File: src/rtl/hazard_unit.sv
// Purpose : pipeline hazard controller (forwarding selects, F/D stalls, D/E flushes) for the 5-stage core.
// Latency : all outputs combinational; PC-write-pending carried M->W in two internal flops.
// Backpr. : no handshake; StallF/StallD hold the front end, FlushD/FlushE insert bubbles.
// Ports   : clk, reset (async, active-low); RA1D/RA2D, RA1E/RA2E source regs; WA3E/M/W dest regs;
//           RegWriteE/M/W, MemtoRegE, PCSD, PCSrcE, BranchTakenE in; ForwardAE/BE, StallF/D, FlushD/E out.
// Config  : FORWARD_EN defined -> E-stage forwarding with load-use stall only;
//           undefined -> no forwarding, RAW stall against E and M writers.
module hazard_unit (
   input  logic       clk,
   input  logic       reset,
   input  logic [3:0] RA1D,
   input  logic [3:0] RA2D,
   input  logic [3:0] RA1E,
   input  logic [3:0] RA2E,
   input  logic [3:0] WA3E,
   input  logic [3:0] WA3M,
   input  logic [3:0] WA3W,
   input  logic       RegWriteE,
   input  logic       RegWriteM,
   input  logic       RegWriteW,
   input  logic       MemtoRegE,
   input  logic       PCSD,
   input  logic       PCSrcE,
   input  logic       BranchTakenE,
   output logic [1:0] ForwardAE,
   output logic [1:0] ForwardBE,
   output logic       StallF,
   output logic       StallD,
   output logic       FlushD,
   output logic       FlushE
);

   // PC-write pending, tracked locally so M and W need not export it.
   logic pcsrc_m;
   logic pcsrc_w;
   logic pend;
   logic data_stall;

   always_ff @(posedge clk or negedge reset) begin
      if (!reset) begin
         pcsrc_m <= 1'b0;
         pcsrc_w <= 1'b0;
      end else begin
         pcsrc_m <= PCSrcE;
         pcsrc_w <= pcsrc_m;
      end
   end

   // R15 reads come from the PC path, never from a bypass or a stall.
   function automatic logic reg_match(input logic [3:0] ra, input logic [3:0] wa);
      return (ra == wa) && (ra != 4'd15);
   endfunction

`ifdef FORWARD_EN
   function automatic logic [1:0] fwd_sel(input logic [3:0] ra);
      if (RegWriteM && reg_match(ra, WA3M))
         return 2'b10;
      else if (RegWriteW && reg_match(ra, WA3W))
         return 2'b01;
      else
         return 2'b00;
   endfunction

   assign ForwardAE  = fwd_sel(RA1E);
   assign ForwardBE  = fwd_sel(RA2E);
   // Only a load in E cannot be bypassed in time for the dependent op in D.
   assign data_stall = MemtoRegE & RegWriteE &
                       (reg_match(RA1D, WA3E) | reg_match(RA2D, WA3E));
`else
   // W writers are safe: the register file writes on the falling edge.
   logic unused_fwd;
   assign unused_fwd = ^{RA1E, RA2E, WA3W, RegWriteW, MemtoRegE};

   assign ForwardAE  = 2'b00;
   assign ForwardBE  = 2'b00;
   assign data_stall = (RegWriteE & (reg_match(RA1D, WA3E) | reg_match(RA2D, WA3E))) |
                       (RegWriteM & (reg_match(RA1D, WA3M) | reg_match(RA2D, WA3M)));
`endif

   assign pend   = PCSD | PCSrcE | pcsrc_m;
   assign StallF = data_stall | pend;
   assign StallD = data_stall;
   assign FlushE = data_stall | BranchTakenE;
   // When FlushD and StallD coincide, the F->D register must let the flush win.
   assign FlushD = pend | pcsrc_w | BranchTakenE;

endmodule

File: config.mk
export PLATFORM = sky130hd
export DESIGN_NAME = hazard_unit
export DESIGN_NICKNAME = d
export VERILOG_FILES = /design/src/rtl/hazard_unit.sv
export SDC_FILE = /design/constraint.sdc
export NUM_CORES = 1
export LEC_CHECK = 0
export CORE_UTILIZATION = 22
export DETAILED_ROUTE_END_ITERATION = 10
export PLACE_DENSITY_LB_ADDON = 0.1
export SLEW_MARGIN = 15
export SYNTH_ARGS = -nofsm -noshare
export SYNTH_HDL_FRONTEND = slang
export SYNTH_SLANG_ARGS = --single-unit
File: constraint.sdc
create_clock -name clk -period 0.9 [get_ports clk]
set_input_delay 0.18 -clock clk [delete_from_list [all_inputs] [get_ports clk]]
set_output_delay 0.18 -clock clk [all_outputs]
set_load 0.05 [all_outputs]
==> run summary, run 1 <==
Power Dens Cells = 913.9 nW/um^2
Ys Warns = 0
Depth of the worst register-to-register path = 0
Initial core utilization = 23.67%
Final ANT Viol Nets = 0
Peak supply drop = 0.5494 mV
CTS Hold Bufs = 0
Buf/Inv on CP = 1
Area Growth Syn to Fin = 112.6%
Vias per inst = 4.604
Number of port buffers = 26
Final setup fails = 4
Per-cell routed wire length = 10.53 um
Min-Delay Path Class = in -> async
WL final = 958 um
CP max FO = 2
Post-synthesis cell area = 356.6 sq um
Layout cells sized above 1 = 49.33%
Largest cells by area after synthesis = xnor2_1 (29%), dfrtp_1 (14%), buf_4 (8.4%), and2_1 (7.0%), nand3_1 (7.0%)
Clock sinks = 2
Tot Pwr = 693.0 uW
Unrepaired setup endpoints after global routing = true
Max Cap Violations = 0
P_leak = 0.0003338 uW
Synthesis-stage register bit count = 2
Row Count = 14
GRT Total Usage = 12.62%
Via count = 419
Setup Total Neg Slack = -1523 ps
First-pass GRT wire length = 1676 um
Antenna fix cells = 0
Num CTS Buffers = 3
Critical path's top delay family = flip-flops
Crit path required time = 720 ps
Post-layout nets = 114
1st-pass router iterations = 3
Reg2Reg Setup Slack = 370 ps
GRT overflow = 0
Synth area leader = xnor2_1
Failing checks = negative setup slack
Final HPWL DP = 824.6 um
Worst R2R Start = pcsrc_m$_DFF_PN0_
Crit path capture type = primary output
CP peak stage delay = 390 ps
Total Die Area = 1786 sq um
Routability cong. = 0.6992
Final Hold Viols = 0
CTS clock-pin slew for the worst setup and hold paths = 30 ps
DRC Markers = 0
Clk buf depth = 2
H-tree depth = 1
CTS root buf = clkbuf_4
Fmax = 754.9 MHz
CTS tree = built
Largest net degree at the start of global routing = 5
CP Cell Sequence = nor3_4 > nand3_4 > buf_12
# Post-CTS Setup Buffers = 0
Clock Skew = 0.9874 ps
Clock Latency Late Sink = 220 ps
CP max stage cell = dfrtp_1
Die Y = 42.26 um
RR Endpoint = pcsrc_w$_DFF_PN0_
Setup crit start kind = flop
IO Count = 45
Sequential area share after synthesis = 14.04%
Vias in the first global route = 423
Synth top area share = 29.47%
Initial DRC count = 4
Worst EP arrival = 1140 ps
Kind of critical path = reg -> out
Pins Over Slew Limit = 0
Status = finished, violations left
Netlist cell types = 15
Final Cycle Share = 147.2%
DP Worst Slack = -870.2 ps
Post-Syn Instances = 47
Final setup margin = -424.8 ps
Initial antenna violation count = 0
Mean Syn Cell Area = 7.587 sq um
Die Width = 42.26 um
Core ar. = 1506 sq um
Min Tclk post-route = 1325 ps
[sequential cells by signal (all words and copies together), names as in the netlist]
register	cells
pcsrc_w	1
pcsrc_m	1
[synth_stat cells]
cell	number
xnor2_1	12
nand3_1	5
nor2_1	5
and2_1	4
buf_4	4
nand4_1	4
a21oi_1	3
dfrtp_1	2
nand2_1	2
a21oi_4	1
conb_1	1
nand3b_2	1
nor3_1	1
o22a_1	1
o22a_2	1
[through the flow]
stage                     instances  hold WS [ps]  util (%)  instance area (sq um)
final                            91         120.5     50.33                  758.2
after global routing             91         127.2     50.33                  758.2
after CTS                        91         110.5     48.84                  735.7
after detailed placement         88         351.8     47.59                  716.9
after global placement           88         349.2     47.59                  716.9
after floorplan                  50        -115.6         -                  439.2
[layout by cell type, fill, tap and decap left out, drive strengths merged]
cell	count
xnor2	12
nand3	5
clkbuf	3
dlygate4sd2	2
nand3b	1
dfrtp	2
buf	20
and2	4
nand2	2
dlymetal6s2s	1
conb	4
nor3	1
nor2	5
nand4	4
clkdlybuf4s50	3
o22a	2
a21oi	4
[routing by layer]
metal / global-route usage [%] / up-vias / routed length [um]
met4: 7.500 / 0 / 0
li1: - / 211 / -
met3: 3.017 / 0 / 64
met1: 13.49 / 192 / 375
met2: 22.15 / 16 / 518
met5: 0 / - / 0
[what timing repair did]
item | in CTS | in global routing
pin swaps | 24 | 6
resized for setup | 87 | 4
endpoints found under the setup margin | 4 | 4
[logic make-up (layout without fill, tap and decap cells)]
family / count (synthesis) / in the layout / synth area share [%]
buf+inv: 4 / 29 / 8.421
compound gates: 6 / 6 / 14.04
xor+xnor: 12 / 12 / 29.47
simple gates: 22 / 22 / 32.98
flops: 2 / 2 / 14.04
other cells: 1 / 4 / 1.052
[how the worst max path moves through the flow]
stage             end               from  cells past startpoint  slack (ps)
6_report       StallF  pcsrc_m$_DFF_PN0_                      3        -420
5_1_grt        StallF  pcsrc_m$_DFF_PN0_                      3        -480
4_1_cts        StallF  pcsrc_m$_DFF_PN0_                      3        -460
3_5_place_dp   StallF            RA2D[1]                      6        -870
3_3_place_gp   StallF            RA2D[3]                      6        -870
2_1_floorplan  FlushE            RA2D[1]                      4        -150
[cell type report]
class / instances / area [sq um]
Clock buffer: 3 / 22.52
Multi-Input combinational cell: 44 / 391.6
Sequential cell: 2 / 50.05
Timing Repair Buffer: 26 / 274.0
Fill cell: 156 / 748.2
Tap cell: 16 / 20.02
[power by group]
part	switching [uW]	total (uW)	leakage, uW	internal, uW
clock network	48.4	195	0.0000138	147
registers	2.98	98.2	0.0000233	95.2
logic	195	399	0.000297	205
Note: power is estimated with default switching activity, not from simulation.
==> inputs of run 2 (changes only) <==
--- a/config.mk
+++ b/config.mk
@@ -5,6 +5,7 @@
 export SDC_FILE = /design/constraint.sdc
 export NUM_CORES = 1
 export LEC_CHECK = 0
+export ABC_CLOCK_PERIOD_IN_PS = 900
 export CORE_UTILIZATION = 22
 export DETAILED_ROUTE_END_ITERATION = 10
 export PLACE_DENSITY_LB_ADDON = 0.1
==> results of run 2 <==
No change in the layout: final DEF, timing and power equal those of run 1.
==> inputs of run 3 (changes only) <==
--- a/config.mk
+++ b/config.mk
@@ -8,6 +8,7 @@
 export ABC_CLOCK_PERIOD_IN_PS = 900
 export CORE_UTILIZATION = 22
 export DETAILED_ROUTE_END_ITERATION = 10
+export MAX_ROUTING_LAYER = met4
 export PLACE_DENSITY_LB_ADDON = 0.1
 export SLEW_MARGIN = 15
 export SYNTH_ARGS = -nofsm -noshare
==> results of run 3 <==
No change in the layout: final DEF, timing and power equal those of run 1.
Main changes from that run: final weighted congestion in routability-driven placement 0.6992 -> 0.7069; overall routing resource usage 12.62% -> 12.97%
